--- config.mk ---
export PLATFORM = sky130hd
export DESIGN_NAME = multicycle_controller_flat
export DESIGN_NICKNAME = d
export VERILOG_FILES = /design/src/rtl/multicycle_controller_if.sv /design/src/rtl/multicycle_controller.sv /design/src/flat_wrapper.sv
export SDC_FILE = /design/constraint.sdc
export NUM_CORES = 1
export LEC_CHECK = 0
export CORE_MARGIN = 2
export CORE_UTILIZATION = 42
export DETAILED_ROUTE_END_ITERATION = 16
export PLACE_DENSITY_LB_ADDON = 0.2
export SYNTH_ARGS = -nofsm -noshare
export SYNTH_HDL_FRONTEND = slang
export SYNTH_SLANG_ARGS = --single-unit
export TNS_END_PERCENT = 30
--- constraint.sdc ---
create_clock -name clk -period 2.4 [get_ports clk]
set_clock_uncertainty 0.2 [all_clocks]
set_input_delay 0.24 -clock clk [delete_from_list [all_inputs] [get_ports clk]]
set_output_delay 0.24 -clock clk [all_outputs]
set_load 0.02 [all_outputs]
--- src/rtl/multicycle_controller_if.sv ---
// Datapath control bundle between the multicycle controller and its shared-ALU datapath.
// The controller side uses the master modport; the datapath/memory side uses the slave modport.
interface multicycle_controller_if #(
    parameter int ALU_W = 3
);
    logic [5:0]       op;
    logic [5:0]       funct;
    logic             zero;
    logic             mem_ready;
    logic             mem_req;
    logic             iord;
    logic             memwrite;
    logic             irwrite;
    logic             regdst;
    logic             memtoreg;
    logic             regwrite;
    logic             alusrca;
    logic [1:0]       alusrcb;
    logic [1:0]       pcsrc;
    logic             pcen;
    logic [ALU_W-1:0] alucontrol;
    logic             instr_done;
    logic             illegal_op;

    modport master (
        input  op, funct, zero, mem_ready,
        output mem_req, iord, memwrite, irwrite, regdst, memtoreg, regwrite,
               alusrca, alusrcb, pcsrc, pcen, alucontrol, instr_done, illegal_op
    );

    modport slave (
        output op, funct, zero, mem_ready,
        input  mem_req, iord, memwrite, irwrite, regdst, memtoreg, regwrite,
               alusrca, alusrcb, pcsrc, pcen, alucontrol, instr_done, illegal_op
    );
endinterface

--- src/rtl/multicycle_controller.sv ---
// Moore control FSM for the multicycle core: fetch/decode/execute/memory/writeback with
// a ready handshake on memory states; outputs decode from state, gated by mem_ready where needed.
module multicycle_controller #(
    parameter int STATE_W = 4,
    parameter int ALU_W   = 3
) (
    input  logic                    clk,
    input  logic                    rst_n,
    multicycle_controller_if.master bus,
    output logic [STATE_W-1:0]      dbg_state
);
    typedef enum logic [3:0] {
        S_FETCH  = 4'd0,
        S_DECODE = 4'd1,
        S_MEMADR = 4'd2,
        S_MEMRD  = 4'd3,
        S_MEMWB  = 4'd4,
        S_MEMWR  = 4'd5,
        S_EXEC   = 4'd6,
        S_ALUWB  = 4'd7,
        S_BEQ    = 4'd8,
        S_IMMEX  = 4'd9,
        S_IMMWB  = 4'd10,
        S_JUMP   = 4'd11
    } state_t;

    localparam logic [5:0] OP_LW    = 6'b100011;
    localparam logic [5:0] OP_SW    = 6'b101011;
    localparam logic [5:0] OP_RTYPE = 6'b000000;
    localparam logic [5:0] OP_BEQ   = 6'b000100;
    localparam logic [5:0] OP_ADDI  = 6'b001000;
    localparam logic [5:0] OP_SLTI  = 6'b001010;
    localparam logic [5:0] OP_J     = 6'b000010;

    localparam logic [ALU_W-1:0] ALU_AND = ALU_W'(3'b000);
    localparam logic [ALU_W-1:0] ALU_OR  = ALU_W'(3'b001);
    localparam logic [ALU_W-1:0] ALU_ADD = ALU_W'(3'b010);
    localparam logic [ALU_W-1:0] ALU_SUB = ALU_W'(3'b110);
    localparam logic [ALU_W-1:0] ALU_SLT = ALU_W'(3'b111);

    state_t state_r;

    // State register: advances along the instruction path, stalling on memory handshakes.
    always_ff @(posedge clk or negedge rst_n) begin
        if (!rst_n) begin
            state_r <= S_FETCH;
        end else begin
            case (state_r)
                S_FETCH:  state_r <= bus.mem_ready ? S_DECODE : S_FETCH;
                S_DECODE: begin
                    case (bus.op)
                        OP_LW, OP_SW:      state_r <= S_MEMADR;
                        OP_RTYPE:          state_r <= S_EXEC;
                        OP_BEQ:            state_r <= S_BEQ;
                        OP_ADDI, OP_SLTI:  state_r <= S_IMMEX;
                        OP_J:              state_r <= S_JUMP;
                        default:           state_r <= S_FETCH;
                    endcase
                end
                S_MEMADR: state_r <= (bus.op == OP_SW) ? S_MEMWR : S_MEMRD;
                S_MEMRD:  state_r <= bus.mem_ready ? S_MEMWB : S_MEMRD;
                S_MEMWR:  state_r <= bus.mem_ready ? S_FETCH : S_MEMWR;
                S_EXEC:   state_r <= S_ALUWB;
                S_IMMEX:  state_r <= S_IMMWB;
                default:  state_r <= S_FETCH;
            endcase
        end
    end

    assign dbg_state = STATE_W'(state_r);

    // Output decode; everything is held at zero while reset is asserted.
    always_comb begin
        bus.mem_req    = 1'b0;
        bus.iord       = 1'b0;
        bus.memwrite   = 1'b0;
        bus.irwrite    = 1'b0;
        bus.regdst     = 1'b0;
        bus.memtoreg   = 1'b0;
        bus.regwrite   = 1'b0;
        bus.alusrca    = 1'b0;
        bus.alusrcb    = 2'b00;
        bus.pcsrc      = 2'b00;
        bus.pcen       = 1'b0;
        bus.alucontrol = ALU_AND;
        bus.instr_done = 1'b0;
        bus.illegal_op = 1'b0;
        if (!rst_n) begin
            bus.mem_req = 1'b0;
        end else begin
            case (state_r)
                S_FETCH: begin
                    bus.mem_req    = 1'b1;
                    bus.alusrcb    = 2'b01;
                    bus.alucontrol = ALU_ADD;
                    bus.irwrite    = bus.mem_ready;
                    bus.pcen       = bus.mem_ready;
                end
                S_DECODE: begin
                    bus.alusrcb    = 2'b11;
                    bus.alucontrol = ALU_ADD;
                    case (bus.op)
                        OP_LW, OP_SW, OP_RTYPE, OP_BEQ,
                        OP_ADDI, OP_SLTI, OP_J: bus.illegal_op = 1'b0;
                        default:                bus.illegal_op = 1'b1;
                    endcase
                end
                S_MEMADR: begin
                    bus.alusrca    = 1'b1;
                    bus.alusrcb    = 2'b10;
                    bus.alucontrol = ALU_ADD;
                end
                S_MEMRD: begin
                    bus.mem_req = 1'b1;
                    bus.iord    = 1'b1;
                end
                S_MEMWB: begin
                    bus.memtoreg   = 1'b1;
                    bus.regwrite   = 1'b1;
                    bus.instr_done = 1'b1;
                end
                S_MEMWR: begin
                    bus.mem_req    = 1'b1;
                    bus.iord       = 1'b1;
                    bus.memwrite   = bus.mem_ready;
                    bus.instr_done = bus.mem_ready;
                end
                S_EXEC: begin
                    bus.alusrca = 1'b1;
                    case (bus.funct)
                        6'b100010: bus.alucontrol = ALU_SUB;
                        6'b100100: bus.alucontrol = ALU_AND;
                        6'b100101: bus.alucontrol = ALU_OR;
                        6'b101010: bus.alucontrol = ALU_SLT;
                        default:   bus.alucontrol = ALU_ADD;
                    endcase
                end
                S_ALUWB: begin
                    bus.regdst     = 1'b1;
                    bus.regwrite   = 1'b1;
                    bus.instr_done = 1'b1;
                end
                S_BEQ: begin
                    bus.alusrca    = 1'b1;
                    bus.alucontrol = ALU_SUB;
                    bus.pcsrc      = 2'b01;
                    bus.pcen       = bus.zero;
                    bus.instr_done = 1'b1;
                end
                S_IMMEX: begin
                    bus.alusrca    = 1'b1;
                    bus.alusrcb    = 2'b10;
                    bus.alucontrol = (bus.op == OP_SLTI) ? ALU_SLT : ALU_ADD;
                end
                S_IMMWB: begin
                    bus.regwrite   = 1'b1;
                    bus.instr_done = 1'b1;
                end
                S_JUMP: begin
                    bus.pcsrc      = 2'b10;
                    bus.pcen       = 1'b1;
                    bus.instr_done = 1'b1;
                end
                default: bus.mem_req = 1'b0;
            endcase
        end
    end
endmodule

--- src/flat_wrapper.sv ---
// flat-port wrapper written by rule: the top's interface ports become plain ports
module multicycle_controller_flat 
#(
    parameter int STATE_W = 4,
    parameter int ALU_W   = 3
)
  (clk, rst_n, dbg_state, bus_op, bus_funct, bus_zero, bus_mem_ready, bus_mem_req, bus_iord, bus_memwrite, bus_irwrite, bus_regdst, bus_memtoreg, bus_regwrite, bus_alusrca, bus_alusrcb, bus_pcsrc, bus_pcen, bus_alucontrol, bus_instr_done, bus_illegal_op);
  multicycle_controller_if #(.ALU_W(ALU_W)) bus_i ();
  input  logic clk;
  input  logic rst_n;
  output logic [STATE_W-1:0] dbg_state;
  input wire logic [$bits(bus_i.op)-1:0] bus_op;
  input wire logic [$bits(bus_i.funct)-1:0] bus_funct;
  input wire logic [$bits(bus_i.zero)-1:0] bus_zero;
  input wire logic [$bits(bus_i.mem_ready)-1:0] bus_mem_ready;
  output wire logic [$bits(bus_i.mem_req)-1:0] bus_mem_req;
  output wire logic [$bits(bus_i.iord)-1:0] bus_iord;
  output wire logic [$bits(bus_i.memwrite)-1:0] bus_memwrite;
  output wire logic [$bits(bus_i.irwrite)-1:0] bus_irwrite;
  output wire logic [$bits(bus_i.regdst)-1:0] bus_regdst;
  output wire logic [$bits(bus_i.memtoreg)-1:0] bus_memtoreg;
  output wire logic [$bits(bus_i.regwrite)-1:0] bus_regwrite;
  output wire logic [$bits(bus_i.alusrca)-1:0] bus_alusrca;
  output wire logic [$bits(bus_i.alusrcb)-1:0] bus_alusrcb;
  output wire logic [$bits(bus_i.pcsrc)-1:0] bus_pcsrc;
  output wire logic [$bits(bus_i.pcen)-1:0] bus_pcen;
  output wire logic [$bits(bus_i.alucontrol)-1:0] bus_alucontrol;
  output wire logic [$bits(bus_i.instr_done)-1:0] bus_instr_done;
  output wire logic [$bits(bus_i.illegal_op)-1:0] bus_illegal_op;
  assign bus_i.op = bus_op;
  assign bus_i.funct = bus_funct;
  assign bus_i.zero = bus_zero;
  assign bus_i.mem_ready = bus_mem_ready;
  assign bus_mem_req = bus_i.mem_req;
  assign bus_iord = bus_i.iord;
  assign bus_memwrite = bus_i.memwrite;
  assign bus_irwrite = bus_i.irwrite;
  assign bus_regdst = bus_i.regdst;
  assign bus_memtoreg = bus_i.memtoreg;
  assign bus_regwrite = bus_i.regwrite;
  assign bus_alusrca = bus_i.alusrca;
  assign bus_alusrcb = bus_i.alusrcb;
  assign bus_pcsrc = bus_i.pcsrc;
  assign bus_pcen = bus_i.pcen;
  assign bus_alucontrol = bus_i.alucontrol;
  assign bus_instr_done = bus_i.instr_done;
  assign bus_illegal_op = bus_i.illegal_op;
  multicycle_controller #(.STATE_W(STATE_W), .ALU_W(ALU_W)) u_core (.clk(clk), .rst_n(rst_n), .bus(bus_i), .dbg_state(dbg_state));
endmodule
# Word-level counts from Yosys, hierarchy flattened
# Cells that the tools add are included.
dict set report op_classes {
  muxes 37
  eq_ne 21
  reduce_logical 12
}
# operator count
set ops {}
lappend ops {{$eq 6x6->1 const B} 6}
lappend ops {{$pmux 4 s7} 1}
lappend ops {{$pmux 3 s4} 2}
lappend ops {{$mux 1} 22}
lappend ops {{$pmux 4 s5} 1}
lappend ops {{$eq 4x3->1 const B} 4}
lappend ops {{$eq 4x4->1 const B} 4}
lappend ops {{$mux 3} 5}
lappend ops {{$eq 6x4->1 const B} 2}
lappend ops {{$reduce_or 3->1} 3}
lappend ops {{$eq 4x2->1 const B} 2}
lappend ops {{$reduce_or 2->1} 4}
lappend ops {{$reduce_or 7->1} 1}
lappend ops {{$eq 6x2->1 const B} 1}
lappend ops {{$eq 6x3->1 const B} 1}
lappend ops {{$logic_not 6->1} 1}
lappend ops {{$pmux 2 s3} 1}
lappend ops {{$reduce_or 5->1} 1}
lappend ops {{$eq 4x1->1 const B} 1}
lappend ops {{$logic_not 4->1} 1}
lappend ops {{$mux 2} 2}
lappend ops {{$pmux 2 s2} 1}
lappend ops {{$reduce_or 4->1} 1}
lappend ops {{$pmux 1 s3} 1}
lappend ops {{$pmux 1 s2} 1}
dict set report word_totals {
  input_bits 16
  out_inout_bits 22
  elab_cells 71
  register_bits 4
}

# Depth between registers and ports, before layout
dict set report depth {
  depth_word 5
  mapped_depth 5
  depth_no_buf 4
}

# Worst setup path after synthesis
# Ideal clock, no wire load.
dict set report synth_timing {
  kind {register to output}
  from {register u_core.state_r[0], in the netlist u_core.dbg_state[0]}
  to {output bus_alucontrol[2]}
  required_ns 1.960
  t_arrival_ns 1.667
  slack_ns 0.293
  stages_incl_launch_ff 6
  cell_sequence {dfrtp_1 -> buf_6 -> nand4bb_4 -> nor4_2 -> a21oi_1 -> a211oi_1}
}
dict set report synth_between {
  elab_chain_cells 4
  elab_cells_between_ends 9
  cone_classes {5 x eq/ne; 2 x mux; 2 x reduce/logical}
}
# element line_no
set synth_lines {}
lappend synth_lines {{start, declared} multicycle_controller.sv:41} ;# state_t state_r;
lappend synth_lines {{start signal, assigned} multicycle_controller.sv:49} ;# S_FETCH: state_r <= bus.mem_ready ? S_DECODE : S_FETCH;
lappend synth_lines {{start signal, assigned} multicycle_controller.sv:60} ;# S_MEMADR: state_r <= (bus.op == OP_SW) ? S_MEMWR : S_MEMRD;
lappend synth_lines {{start signal, assigned} multicycle_controller.sv:61} ;# S_MEMRD: state_r <= bus.mem_ready ? S_MEMWB : S_MEMRD;
lappend synth_lines {{$eq 4x2->1 (tied with other cells)} multicycle_controller.sv:91} ;# case (state_r)
lappend synth_lines {{$reduce_or 3->1 (no source line)} n/a}
lappend synth_lines {{$pmux 3 s4 (*)} multicycle_controller.sv:91}
lappend synth_lines {{$mux 3 (*)} multicycle_controller.sv:88} ;# if (!rst_n) begin
lappend synth_lines {{end, declared} flat_wrapper.sv:27} ;# output wire logic [$bits(bus_i.alucontrol)-1:0] bus_alucontrol;
# Every way passes the cells marked *; elsewhere a longest branch is shown, timed or not.

# Worst setup path in the final report
dict set report layout_timing {
  from {register u_core.state_r[3], in the netlist u_core.dbg_state[3]}
  to {output bus_mem_req}
}
dict set report layout_between {
  elab_chain_cells 4
  elab_cells_between_ends 6
  cone_classes {2 x eq/ne; 2 x mux; 2 x reduce/logical}
}
# element line_no
set layout_lines {}
lappend layout_lines {{$eq 4x2->1 (tied with other cells)} multicycle_controller.sv:91}
lappend layout_lines {{$reduce_or 3->1 (no source line) (*)} n/a}
lappend layout_lines {{$mux 1 (*)} multicycle_controller.sv:91}
lappend layout_lines {{$mux 1 (*)} multicycle_controller.sv:88}
lappend layout_lines {{end, declared} flat_wrapper.sv:16} ;# output wire logic [$bits(bus_i.mem_req)-1:0] bus_mem_req;
# Marked as above.

==> flow_summary.json <==
{
  "status": "finished, final reports clean",
  "io_buffers": 37,
  "synthTopCellsByArea": "dfrtp_1 (14%), nor2_1 (7.7%), nand2_1 (7.2%)",
  "arrival_ns": 1.88,
  "num_vias": 1003,
  "fin_crit_sh": 0.966,
  "final-hold-violation-count": 0,
  "nFillCells": 135,
  "nNetsFinal": 179,
  "yosys_warnings": 0,
  "path_cells": "buf_4 > nor2b_2 > buf_4 > o211a_1 > clkdlybuf4s50_1",
  "m1WireLength_um": 1010,
  "first_global_vias": 866,
  "drt-pass1-iter-count": 4,
  "cts-root-buf": "clkbuf_4",
  "dpl_cell_area_um2": 1250,
  "dp_slack_ns": -0.158,
  "worst_path_most_repeated_cell": "buf_4",
  "p_per_area_nw_per_um2": 864,
  "cts_sinks": 4,
  "p_total_uw": 1110,
  "syn_avg_cell_area_um2": 6.99,
  "fmax_mhz": 431,
  "wl_um": 2340,
  "wire_per_inst_um": 13.1,
  "syn_inst": 105,
  "p_leak_uw": 0.000595,
  "crit_fanout": 21,
  "diodes": 0,
  "final_area_um2": 1280,
  "overflow": 0,
  "fin_util": 0.758,
  "ys_async_sr_fraction": 1.00,
  "clock_path_buffers": 2,
  "clk_pin_slew_ns": 0.04,
  "r2r_slack_ns": 0.82,
  "yosysMostFrequentCell": "nor2_1",
  "crit_path_top_delay_cell": "clkdlybuf4s50_1",
  "dp_hpwl_um": 1870,
  "synth.top_cells.by_count": "nor2_1 (15), nand2_1 (14), a21oi_1 (8)",
  "synth_edf_count": 0,
  "area_delta_synth_final_pct": 74.3,
  "fin_crit_ns": 2.32,
  "die_w_um": 45.8,
  "timing.rr.end": "u_core.dbg_state[2]",
  "highest_layer": "met4",
  "relSlewSlack": 0.772,
  "antenna_found_initial": 0,
  "tightest_slew_ns": 0.338,
  "start_util": 0.435,
  "drv_slew": 0,
  "start_kind": "register",
  "netlist_area_um2": 734,
  "synth-seq-cells": 4,
  "grtUsageTotal": 0.240,
  "synth-main-ff-cell": "dfrtp_1",
  "ioPinCount": 38,
  "syn-num-nets": 121,
  "ff2ff_path_depth": 3,
  "ir_drop_v": 0.000675,
  "yosys.area.top_type": "dfrtp_1",
  "rsz0062_at_grt": "no",
  "via_per_inst": 5.63,
  "crit_type": "register to primary output",
  "dr_wl_met3_um": 133,
  "core.rowCount": 15,
  "r2r_start": "u_core.dbg_state[1]",
  "drcViolationCount": 0,
  "final-setup-viol-count": 0,
  "core-area_um2": 1690,
  "grt_max_degree": 22,
  "routabilityCongestion": 0.834,
  "fin_tns_setup_ns": 0,
  "cpPeakStageDelay_ns": 0.59,
  "worst_hold_path_type": "input pin to asynchronous set/reset pin",
  "htreeDepth": 1,
  "layout-drive-gt1-share": 0.236,
  "grt_pass1_wl_um": 3680,
  "cts_buffers": 3,
  "die_y_um": 45.8,
  "insertion_delay_ns": 0.24,
  "cts_tree": "yes",
  "cp.required_ns": 1.96,
  "wl_met2_um": 1180,
  "ant_nets": 0,
  "netlist.area_leader.share": 0.136,
  "dieArea_um2": 2100,
  "first_iter_violations": 15,
  "worstSetupEndpointType": "primary output",
  "ys_seq_area_frac": 0.136,
  "synth_cell_types": 41,
  "timing.final.ws_setup_ns": 0.0815,
  "largest_reg_flops": 4,
  "max_cap_violations": 0
}
-- layout make-up --
cell class                      count  area (um^2)  area share
Clock buffer                        3         22.5      0.0176
Inverter                            2         7.51     0.00587
Multi-Input combinational cell     92          581       0.454
Sequential cell                     4          103      0.0802
Tap cell                           17         21.3      0.0166
Timing Repair Buffer               60          546       0.426
-- worst max path at each step --
stage / endpoint / slack [ns] / from
floorplan: bus_alucontrol[2] / 0.29 / u_core.dbg_state[0]
global placement: bus_alucontrol[0] / -0.15 / bus_funct[4]
detailed placement: bus_alucontrol[0] / -0.16 / bus_funct[5]
CTS: bus_memwrite / 0.02 / u_core.dbg_state[3]
global route: bus_alucontrol[0] / 0.008 / bus_funct[1]
finish: bus_mem_req / 0.08 / u_core.dbg_state[3]
-- routing by layer --
layer,up-vias,GRT usage
met1,466,0.306
met5,-,0
li1,498,-
met3,2,0.0397
met4,0,0.0857
met2,37,0.406
-- cells in the final DEF (no fill, tap or decap), drive strengths merged --
cell type / Yosys / layout
and2: 3 / 3
o21ai: 7 / 7
nand4bb: 1 / 1
a2111oi: 1 / 1
mux2: 1 / 1
o21a: 1 / 1
and4: 1 / 1
o32ai: 1 / 1
buf: 5 / 23
nor3b: 1 / 1
dlygate4sd2: 0 / 6
a31oi: 1 / 1
nand3: 4 / 4
or2: 1 / 1
nor2b: 5 / 5
dfrtp: 4 / 4
a211oi: 3 / 3
nand4: 2 / 2
o31ai: 2 / 2
xor2: 1 / 1
nor4: 4 / 4
a21oi: 8 / 8
o22ai: 1 / 1
o211a: 1 / 1
nor3: 3 / 3
mux2i: 1 / 1
a2bb2oi: 1 / 1
a21boi: 2 / 2
xnor2: 1 / 1
or4: 1 / 1
clkbuf: 2 / 3
inv: 2 / 2
dlymetal6s2s: 0 / 4
nor2: 15 / 15
nand2b: 4 / 4
nand2: 14 / 14
clkdlybuf4s50: 0 / 27
-- power breakdown --
group	switching [uW]	internal, uW	total [uW]
combinational	460	422	883
clock	30.4	56.1	86.5
sequential	40.8	96.1	137
total	532	575	1110
-- critical path, delay by kind of cell (launching register included) --
| family | cells | cell delay, ns |
|---|---|---|
| buf+inv | 3 | 0.94 |
| compound gates | 1 | 0.15 |
| flops | 1 | 0.37 |
| simple gates | 1 | 0.18 |
-- stage by stage --
stage	instances	hold WS, ns
finish	178	0.113
global route	178	0.127
CTS	178	0.111
detailed placement	175	0.363
global placement	175	0.352
floorplan	105	-0.256
-- cells by family (layout without fill, tap and decap cells) --
logic type / Yosys count / count (layout) / share of synthesized area
and+or+nand+nor: 59 / 59 / 0.465
AOI/OAI and AO/OA: 29 / 29 / 0.266
buffers and inverters: 9 / 65 / 0.0801
DFF: 4 / 4 / 0.136
xor gates and xnor gates: 2 / 2 / 0.0239
muxes: 2 / 2 / 0.0290
-- what timing repair did --
action,4_1_cts,5_1_grt
gates resized for setup,8,6
hold buffers,0,0
setup buffers,0,0
setup endpoints to repair,7,6
(Power assumes the default switching activity.)
